===== config.mk =====
export PLATFORM = sky130hd
export DESIGN_NAME = tx_block_scheduler_flat
export DESIGN_NICKNAME = d
export VERILOG_FILES = /design/src/rtl/tx_block_scheduler_if.sv /design/src/rtl/tx_block_scheduler.sv /design/src/flat_wrapper.sv
export SDC_FILE = /design/constraint.sdc
export NUM_CORES = 1
export LEC_CHECK = 0
export CAP_MARGIN = 10
export CORE_MARGIN = 2
export CORE_UTILIZATION = 51
export CTS_CLUSTER_SIZE = 8
export DETAILED_ROUTE_END_ITERATION = 6
export PLACE_DENSITY = 0.86
export SYNTH_ARGS = -nofsm -noshare
export SYNTH_HDL_FRONTEND = slang
export SYNTH_SLANG_ARGS = --single-unit

===== constraint.sdc =====
create_clock -name clk -period 3.3 [get_ports clk]
set_input_delay 0.33 -clock clk [delete_from_list [all_inputs] [get_ports clk]]
set_output_delay 0.33 -clock clk [all_outputs]
set_load 0.02 [all_outputs]

===== src/rtl/tx_block_scheduler_if.sv =====
// Stream bundle for tx_block_scheduler: two byte requesters in, one byte stream out.
// Latency: n/a (wires only).
// Backpressure: each source stalls on its own tready; the output stalls on m_axis_tready.
//
// Signals:
//   s0_axis_tdata/tvalid/tlast/tready : external byte source (requester 0)
//   s1_tdata/tvalid/tready            : PRBS test source (requester 1, no tlast)
//   m_axis_tdata/tvalid/tlast/tready  : scheduled byte stream to the block shaper
// slave  : the scheduler's view of the bundle.
// master : the view of the logic around the scheduler (sources and sink).
interface tx_block_scheduler_if;
  logic [7:0] s0_axis_tdata;
  logic       s0_axis_tvalid;
  logic       s0_axis_tlast;
  logic       s0_axis_tready;
  logic [7:0] s1_tdata;
  logic       s1_tvalid;
  logic       s1_tready;
  logic [7:0] m_axis_tdata;
  logic       m_axis_tvalid;
  logic       m_axis_tlast;
  logic       m_axis_tready;

  modport slave (
    input  s0_axis_tdata, s0_axis_tvalid, s0_axis_tlast, s1_tdata, s1_tvalid, m_axis_tready,
    output s0_axis_tready, s1_tready, m_axis_tdata, m_axis_tvalid, m_axis_tlast
  );

  modport master (
    output s0_axis_tdata, s0_axis_tvalid, s0_axis_tlast, s1_tdata, s1_tvalid, m_axis_tready,
    input  s0_axis_tready, s1_tready, m_axis_tdata, m_axis_tvalid, m_axis_tlast
  );
endinterface


===== src/rtl/tx_block_scheduler.sv =====
// Round-robin scheduler that cuts two byte sources into fixed BLOCK_LEN-byte transport blocks.
// Latency: one cycle IDLE->XFER for grant/cfg load; data path is combinational source->m_axis.
// Backpressure: m_axis_tready passes straight to the granted source; everything else sees tready=0.
//
// Ports:
//   clk, rst (async active-low)
//   bus            : tx_block_scheduler_if.slave (s0, s1 and m_axis streams)
//   src_en[1:0]    : per-requester enable
//   ss_in/m_in/bw_in -> cfg_ss/cfg_m/cfg_bw : PHY config sampled once per block, cfg_upd pulses on load
//   grant[1:0]     : one-hot owner of the current block (held through the gap), 0 when idle
//   blk_cnt[15:0]  : completed blocks, wraps
//   short_err      : one-cycle pulse when s0 ends a frame before the block is full
// Build option TX_BLOCK_SCHED_PAD_EN: when defined an early s0 tlast is padded out with zero bytes
// to a full block; otherwise the early tlast is forwarded and closes a short block.
module tx_block_scheduler #(
  parameter int unsigned BLOCK_LEN = 476,
  parameter int unsigned GAP_LEN   = 5
) (
  input  logic                 clk,
  input  logic                 rst,
  tx_block_scheduler_if.slave  bus,
  input  logic [1:0]           src_en,
  input  logic [3:0]           ss_in,
  input  logic [2:0]           m_in,
  input  logic [2:0]           bw_in,
  output logic [3:0]           cfg_ss,
  output logic [2:0]           cfg_m,
  output logic [2:0]           cfg_bw,
  output logic                 cfg_upd,
  output logic [1:0]           grant,
  output logic [15:0]          blk_cnt,
  output logic                 short_err
);

  localparam int unsigned      CNT_W    = $clog2(BLOCK_LEN);
  localparam logic [CNT_W-1:0] LAST_IDX = CNT_W'(BLOCK_LEN - 1);
  localparam logic [7:0]       GAP_LAST = (GAP_LEN > 0) ? 8'(GAP_LEN - 1) : 8'd0;

  typedef enum logic [1:0] {IDLE, XFER, PAD, GAP} state_t;

  state_t           state_q, state_d, end_state;
  logic [CNT_W-1:0] cnt_q;
  logic [7:0]       gap_q;
  logic [1:0]       grant_q;
  logic             rr_ptr;       // requester that wins when both ask

  logic             req0, req1, at_last, s0_early;
  logic             win, start_blk, cnt_inc, blk_done, short_hit, gap_inc;
  logic [7:0]       m_tdata;
  logic             m_tvalid, m_tlast, s0_rdy, s1_rdy;

  assign req0      = src_en[0] & bus.s0_axis_tvalid;
  assign req1      = src_en[1] & bus.s1_tvalid;
  assign at_last   = (cnt_q == LAST_IDX);
  // tlast on the final byte of a block is the normal end, not an error
  assign s0_early  = grant_q[0] & bus.s0_axis_tlast & ~at_last;
  assign end_state = (GAP_LEN == 0) ? IDLE : GAP;

  assign bus.m_axis_tdata   = m_tdata;
  assign bus.m_axis_tvalid  = m_tvalid;
  assign bus.m_axis_tlast   = m_tlast;
  assign bus.s0_axis_tready = s0_rdy;
  assign bus.s1_tready      = s1_rdy;
  assign grant              = grant_q;

  always_ff @(posedge clk or negedge rst) begin
    if (!rst) state_q <= IDLE;
    else      state_q <= state_d;
  end

  always_comb begin
    state_d   = state_q;
    m_tdata   = 8'd0;
    m_tvalid  = 1'b0;
    m_tlast   = 1'b0;
    s0_rdy    = 1'b0;
    s1_rdy    = 1'b0;
    win       = 1'b0;
    start_blk = 1'b0;
    cnt_inc   = 1'b0;
    blk_done  = 1'b0;
    short_hit = 1'b0;
    gap_inc   = 1'b0;
    unique case (state_q)
      IDLE: begin
        if (req0 | req1) begin
          start_blk = 1'b1;
          win       = (req0 & req1) ? rr_ptr : req1;
          state_d   = XFER;
        end
      end
      XFER: begin
        if (grant_q[0]) begin
          m_tdata  = bus.s0_axis_tdata;
          m_tvalid = bus.s0_axis_tvalid;
          s0_rdy   = bus.m_axis_tready;
        end else begin
          m_tdata  = bus.s1_tdata;
          m_tvalid = bus.s1_tvalid;
          s1_rdy   = bus.m_axis_tready;
        end
`ifdef TX_BLOCK_SCHED_PAD_EN
        m_tlast = at_last;
`else
        m_tlast = at_last | s0_early;
`endif
        if (m_tvalid && bus.m_axis_tready) begin
          if (at_last) begin
            blk_done = 1'b1;
            state_d  = end_state;
          end else if (s0_early) begin
            short_hit = 1'b1;
`ifdef TX_BLOCK_SCHED_PAD_EN
            cnt_inc = 1'b1;
            state_d = PAD;
`else
            blk_done = 1'b1;
            state_d  = end_state;
`endif
          end else begin
            cnt_inc = 1'b1;
          end
        end
      end
`ifdef TX_BLOCK_SCHED_PAD_EN
      PAD: begin
        // zero fill; the source is held off so its next frame waits for a fresh block
        m_tvalid = 1'b1;
        m_tlast  = at_last;
        if (bus.m_axis_tready) begin
          if (at_last) begin
            blk_done = 1'b1;
            state_d  = end_state;
          end else begin
            cnt_inc = 1'b1;
          end
        end
      end
`endif
      GAP: begin
        if (gap_q == GAP_LAST) state_d = IDLE;
        else                   gap_inc = 1'b1;
      end
      default: state_d = IDLE;
    endcase
  end

  always_ff @(posedge clk or negedge rst) begin
    if (!rst) begin
      cnt_q     <= '0;
      gap_q     <= 8'd0;
      grant_q   <= 2'b00;
      rr_ptr    <= 1'b0;
      cfg_ss    <= 4'd0;
      cfg_m     <= 3'd0;
      cfg_bw    <= 3'd0;
      cfg_upd   <= 1'b0;
      short_err <= 1'b0;
      blk_cnt   <= 16'd0;
    end else begin
      cfg_upd   <= start_blk;
      short_err <= short_hit;
      if (start_blk) begin
        grant_q <= win ? 2'b10 : 2'b01;
        rr_ptr  <= ~win;
        cfg_ss  <= ss_in;
        cfg_m   <= m_in;
        cfg_bw  <= bw_in;
        cnt_q   <= '0;
      end
      if (cnt_inc) cnt_q <= cnt_q + 1'b1;
      if (blk_done) begin
        blk_cnt <= blk_cnt + 16'd1;
        gap_q   <= 8'd0;
        if (GAP_LEN == 0) grant_q <= 2'b00;
      end
      if (gap_inc) gap_q <= gap_q + 8'd1;
      if (state_q == GAP && state_d == IDLE) grant_q <= 2'b00;
    end
  end

endmodule


===== src/flat_wrapper.sv =====
// flat-port wrapper written by rule: the top's interface ports become plain ports
module tx_block_scheduler_flat 
#(
  parameter int unsigned BLOCK_LEN = 476,
  parameter int unsigned GAP_LEN   = 5
)
  (clk, rst, src_en, ss_in, m_in, bw_in, cfg_ss, cfg_m, cfg_bw, cfg_upd, grant, blk_cnt, short_err, bus_s0_axis_tdata, bus_s0_axis_tvalid, bus_s0_axis_tlast, bus_s1_tdata, bus_s1_tvalid, bus_m_axis_tready, bus_s0_axis_tready, bus_s1_tready, bus_m_axis_tdata, bus_m_axis_tvalid, bus_m_axis_tlast);
  tx_block_scheduler_if bus_i ();
  input  logic clk;
  input  logic rst;
  input  logic [1:0] src_en;
  input  logic [3:0] ss_in;
  input  logic [2:0] m_in;
  input  logic [2:0] bw_in;
  output logic [3:0] cfg_ss;
  output logic [2:0] cfg_m;
  output logic [2:0] cfg_bw;
  output logic cfg_upd;
  output logic [1:0] grant;
  output logic [15:0] blk_cnt;
  output logic short_err;
  input wire logic [$bits(bus_i.s0_axis_tdata)-1:0] bus_s0_axis_tdata;
  input wire logic [$bits(bus_i.s0_axis_tvalid)-1:0] bus_s0_axis_tvalid;
  input wire logic [$bits(bus_i.s0_axis_tlast)-1:0] bus_s0_axis_tlast;
  input wire logic [$bits(bus_i.s1_tdata)-1:0] bus_s1_tdata;
  input wire logic [$bits(bus_i.s1_tvalid)-1:0] bus_s1_tvalid;
  input wire logic [$bits(bus_i.m_axis_tready)-1:0] bus_m_axis_tready;
  output wire logic [$bits(bus_i.s0_axis_tready)-1:0] bus_s0_axis_tready;
  output wire logic [$bits(bus_i.s1_tready)-1:0] bus_s1_tready;
  output wire logic [$bits(bus_i.m_axis_tdata)-1:0] bus_m_axis_tdata;
  output wire logic [$bits(bus_i.m_axis_tvalid)-1:0] bus_m_axis_tvalid;
  output wire logic [$bits(bus_i.m_axis_tlast)-1:0] bus_m_axis_tlast;
  assign bus_i.s0_axis_tdata = bus_s0_axis_tdata;
  assign bus_i.s0_axis_tvalid = bus_s0_axis_tvalid;
  assign bus_i.s0_axis_tlast = bus_s0_axis_tlast;
  assign bus_i.s1_tdata = bus_s1_tdata;
  assign bus_i.s1_tvalid = bus_s1_tvalid;
  assign bus_i.m_axis_tready = bus_m_axis_tready;
  assign bus_s0_axis_tready = bus_i.s0_axis_tready;
  assign bus_s1_tready = bus_i.s1_tready;
  assign bus_m_axis_tdata = bus_i.m_axis_tdata;
  assign bus_m_axis_tvalid = bus_i.m_axis_tvalid;
  assign bus_m_axis_tlast = bus_i.m_axis_tlast;
  tx_block_scheduler #(.BLOCK_LEN(BLOCK_LEN), .GAP_LEN(GAP_LEN)) u_core (.clk(clk), .rst(rst), .bus(bus_i), .src_en(src_en), .ss_in(ss_in), .m_in(m_in), .bw_in(bw_in), .cfg_ss(cfg_ss), .cfg_m(cfg_m), .cfg_bw(cfg_bw), .cfg_upd(cfg_upd), .grant(grant), .blk_cnt(blk_cnt), .short_err(short_err));
endmodule

Word level (Yosys, flattened, before mapping)
Cells that the tools add are included.
- word-level logic and storage cells: 75
- bits in read-only memories: 0
- latch bits: 0
- register bits: 50
- output and inout bits: 42
- input port bits: 34
- memory bits (writable): 0
- memories kept: 0
- magnitude comparators: 0
- reduce and logical (&&, ||, !) cells: 7
- bitwise gates (word level): 9
- equal/unequal tests: 4
- shifts and indexed selects: 0
- multiply operators: 0
- $add $sub $neg: 3
- muxes and demuxes: 41
- divide/modulo/power cells: 0
- operator list (kind ; number):
    $mux W8 ; 4
    $mux W1 ; 26
    $mux W9 ; 2
    $add A16 B1 Y16 const B ; 1
    $mux W2 ; 8
    $add A9 B1 Y9 const B ; 1
    $eq A9 B9 Y1 const B ; 1
    $add A8 B1 Y8 const B ; 1
    $eq A8 B3 Y1 const B ; 1
    $pmux W2 S3 ; 1
    $reduce_bool A2 Y1 ; 3
    $and A1 B1 Y1 ; 5
    $logic_not A2 Y1 ; 2
    $eq A2 B1 Y1 const B ; 1
    $eq A2 B2 Y1 const B ; 1
    $logic_and A1 B1 Y1 ; 2
    $not A1 Y1 ; 2
    $or A1 B1 Y1 ; 2

Logic depth before layout (Yosys ltp)
- word-level depth: 10
- depth in mapped cells: 7
- mapped depth without buffers: 5

Worst setup path before layout
Ideal clock, no wire load.
- path type: register -> output
- start point: reg u_core.cnt_q[0]
- end point: out bus_m_axis_tlast
- required time: 2.970 ns
- slack: 1.446 ns
- data arrival time: 1.524 ns
- path buffers: 0
- cell stages (with the launch flop): 5
- cell sequence: dfrtp_1 > ha_1 > nand2b_1 > o41a_4 > nor2_1
- word-level cells in the longest chain between the ends: 5
- RTL lines (element ; RTL line ; RTL):
    start, declared ; tx_block_scheduler.sv:42 ; logic [CNT_W-1:0] cnt_q;
    start signal, assigned ; tx_block_scheduler.sv:171 ; if (cnt_inc) cnt_q <= cnt_q + 1'b1;
    $eq A9 B9 Y1 * ; tx_block_scheduler.sv:54 ; assign at_last = (cnt_q == LAST_IDX);
    $not A1 Y1 ; tx_block_scheduler.sv:56 ; assign s0_early = grant_q[0] & bus.s0_axis_tlast & ~at_last;
    $and A1 B1 Y1 ; tx_block_scheduler.sv:56 ;
    $or A1 B1 Y1 * ; tx_block_scheduler.sv:105 ; m_tlast = at_last | s0_early;
    $mux W1 * ; tx_block_scheduler.sv:84 ; unique case (state_q)
    end, declared ; flat_wrapper.sv:32 ; output wire logic [$bits(bus_i.m_axis_tlast)-1:0] bus_m_axis_tlast;
Mark *: on every way between the ends. The rest lies on a longest branch, timed or not.

Final worst setup path
Ends and elaborated chain as after synthesis.

==> flow_summary.ini <==
[routing]
via_per_inst = 5.45
dr.pass1.iters = 4
wl_per_cell_um = 14.8
wl_um = 5900
num_vias = 2181
drt_iter0_markers = 99
detail-route-antenna-nets = 0
remaining_drc_errors = 0

[grt]
overflow = 0
antenna_found_initial = 0
grt_use_total_pct = 23.4
grt_pass1_vias = 2212
grt_max_degree = 51
grt_pass1_wl_um = 9890

[critical_path]
r2r_end = u_core.cnt_q[4]
r2r_cells = 4
crit_required_ns = 2.97
end_kind = primary output
r2r_slack_ns = 0.82
r2r-start = u_core.grant[0]
crit_start = u_core.cnt_q[0]
critical_path.startpoint_type = flop
path_max_fanout = 9
path_class = flop to primary output
endpoint = bus_m_axis_tlast
crit_arrival_ns = 2.38

[job]
timing.max_cap.violations = 0

[outcome]
status = finished, final reports clean

[die]
top_level_ports = 76
core_area_sq_mm = 0.00475
initial_utilization_pct = 53.4
die_width_um = 74.6
fp-row-count = 25
dieArea_sq_mm = 0.00556
die_h_um = 74.6

[logic_synthesis]
ys_types = 43
ys_top_cells_by_area = dfrtp_1, nand2_1, mux2i_1
ys_seq_area_share_pct = 49.3
async_flop_share_pct = 100
synth_most_common_cell = dfrtp_1
synth_top_area_share_pct = 49.3
synth_area_sq_mm = 0.00254
synth_fp_nets = 295
synth_compound_area_share_pct = 10.0
ys_seq_elements = 50
synth_top_family_by_area = simple AND/OR/NAND/NOR gates
avgSynthCellArea_sq_um = 9.88
synth_xor_area_share_pct = 5.52
yosys_warnings = 0
synthTopCellsByCount = dfrtp_1, nand2_1, nor2_1, mux2i_1, xnor2_1
yosys.area.top_type = dfrtp_1
synth-main-ff-cell = dfrtp_1
synth_edf_count = 0
yosys.area_share.simple_pct = 24.7
synth_cells = 257
synthAdderAreaFrac_pct = 1.97
muxShareOfSynthArea_pct = 5.57

[timing]
fin_skew_ns = 0.0115
rsz0062_at_grt = no
hold_viol_final = 0
fin_crit_sh_pct = 82.3
fin_setup_tns_ns = 0
drv_slew = 0
whs_ns = 0.396
setup_viol_count_final = 0
max_freq_mhz = 368
min_period_ns = 2.71
slew_headroom_pct = 33.1
worst-slew-pin-transition_ns = 0.990

[clock_tree]
clock-sinks = 50
numCtsBuffers = 5
htree_num_levels = 2
ctsHoldBuffers = 0
clk_pin_slew_ns = 0.09
clock_path_buffers = 2
root_buffer = clkbuf_8
cts_tree = done
post_cts_resized = 0
clock_latency_ns = 0.30
postCtsSetupBuffers = 0

[min_path]
hp-class = primary input to asynchronous set/reset pin

[final_layout]
layout-drive-gt1-share_pct = 6.31
area_growth_pct = 37.3
antenna_cells = 0
nNetsFinal = 370

[power]
p_leak_nw = 1.59
p_per_area_mw_per_mm2 = 739
ir_worst_vdd_uv = 402

[placement]
port_buffers = 75
hpwl_um = 4310
place_congestion = 0.810
per-layer routing:
| layer | routed length (um) | vias up | GRT usage [%] | part of all wire (%) |
|---|---|---|---|---|
| met5 | 0 | - | 0 | 0 |
| met4 | 128 | 0 | 8.73 | 2.2 |
| met3 | 308 | 12 | 6.23 | 5.2 |
| met2 | 2920 | 72 | 37.1 | 49 |
| met1 | 2550 | 1044 | 30.9 | 43 |
| li1 | - | 1053 | - | - |
layout by cell type (no fill, tap or decap), drive strengths merged:
cell           synthesis  final
clkdlybuf4s50          0     74
dfrtp                 50     50
nand2                 49     49
nor2                  22     22
mux2i                 13     13
xnor2                 12     12
nand3                 11     11
nand4                 10     10
nor4                   8      8
nor3                   7      7
and3                   7      7
nand2b                 6      6
o21ai                  6      6
inv                    5      5
a31oi                  5      5
clkbuf                 4      5
a21o                   4      4
xor2                   4      4
ha                     4      4
a21oi                  4      4
a211o                  3      3
buf                    6      3
a41oi                  2      2
a211oi                 2      2
bufinv                 0      2
nand3b                 2      2
o41ai                  1      1
o41a                   1      1
or2                    1      1
o2111ai                1      1
a22o                   1      1
a21bo                  1      1
or3                    1      1
o211ai                 1      1
o21a                   1      1
mux2                   1      1
nor2b                  1      1
clkinv                 0      1
dlygate4sd3            0      1
worst min-delay path by stage:
stage / start / endpoint / slack [ns] / depth (start not counted)
6_report: rst / u_core.cnt_q[8] / 0.40 / 2
3_3_place_gp: u_core.cfg_ss[0] / u_core.cfg_ss[0] / 0.46 / 2
2_1_floorplan: rst / u_core.blk_cnt[0] / 0.03 / 0
3_5_place_dp: u_core.cfg_bw[1] / u_core.cfg_bw[1] / 0.47 / 2
4_1_cts: rst / u_core.cnt_q[5] / 0.24 / 1
5_1_grt: rst / u_core.cnt_q[8] / 0.42 / 2
worst max-delay path: stages (launching register included):
cell and delay [ns]:
dfrtp_1 0.40, ha_1 0.22, nand2b_1 0.15, o41a_4 0.57, nor2_1 0.12, clkdlybuf4s50_1 0.62
sequential cells by signal, summed over array words and instances (netlist names):
signal            cells
u_core.short_err      1
u_core.cfg_upd        1
u_core.cnt_q          9
u_core.rr_ptr         1
u_core.grant          2
u_core.cfg_m          3
u_core.gap_q          8
u_core.cfg_bw         3
u_core.blk_cnt       16
u_core.cfg_ss         4
u_core.state_q        2
power by group:
group	internal [W]	leakage, nW	switching (W)
clock network	0.000303	0.0683	0.000199
registers	0.000769	0.660	0.000186
logic	0.000507	0.857	0.000611
total	0.00158	1.59	0.000997
cell families (layout without fill, tap and decap cells):
logic type,count (synthesis),after routing
XOR/XNOR,16,16
AO/OA/AOI/OAI,33,33
adder cells (fa/ha/maj),4,4
flip-flops,50,50
AND/OR/NAND/NOR,125,125
buffers and inverters,15,91
multiplexers,14,14
cell type report:
| cell class | count | area (sq um) |
|---|---|---|
| fillers | 353 | 1270 |
| flip-flops and latches | 50 | 1250 |
| multi-input cells | 192 | 1210 |
| repair buffers | 78 | 783 |
| well taps | 67 | 83.8 |
| clock buffers | 5 | 68.8 |
| clock inverters | 3 | 68.8 |
| inverters | 5 | 18.8 |
per-stage QoR:
stage                     total power (W)  std cells  instance area [sq um]  utilization (%)  setup slack (ns)
after CTS                         0.00259        398                   3460             72.7             0.580
after floorplan                   0.00160        257                   2540                -              1.45
after detailed placement          0.00208        390                   3320             69.8             0.875
after global placement            0.00205        390                   3320             69.8             0.913
after global routing              0.00274        400                   3490             73.3             0.444
final                             0.00258        400                   3490             73.3             0.585
No activity file was read; power rests on OpenSTA's default activity.
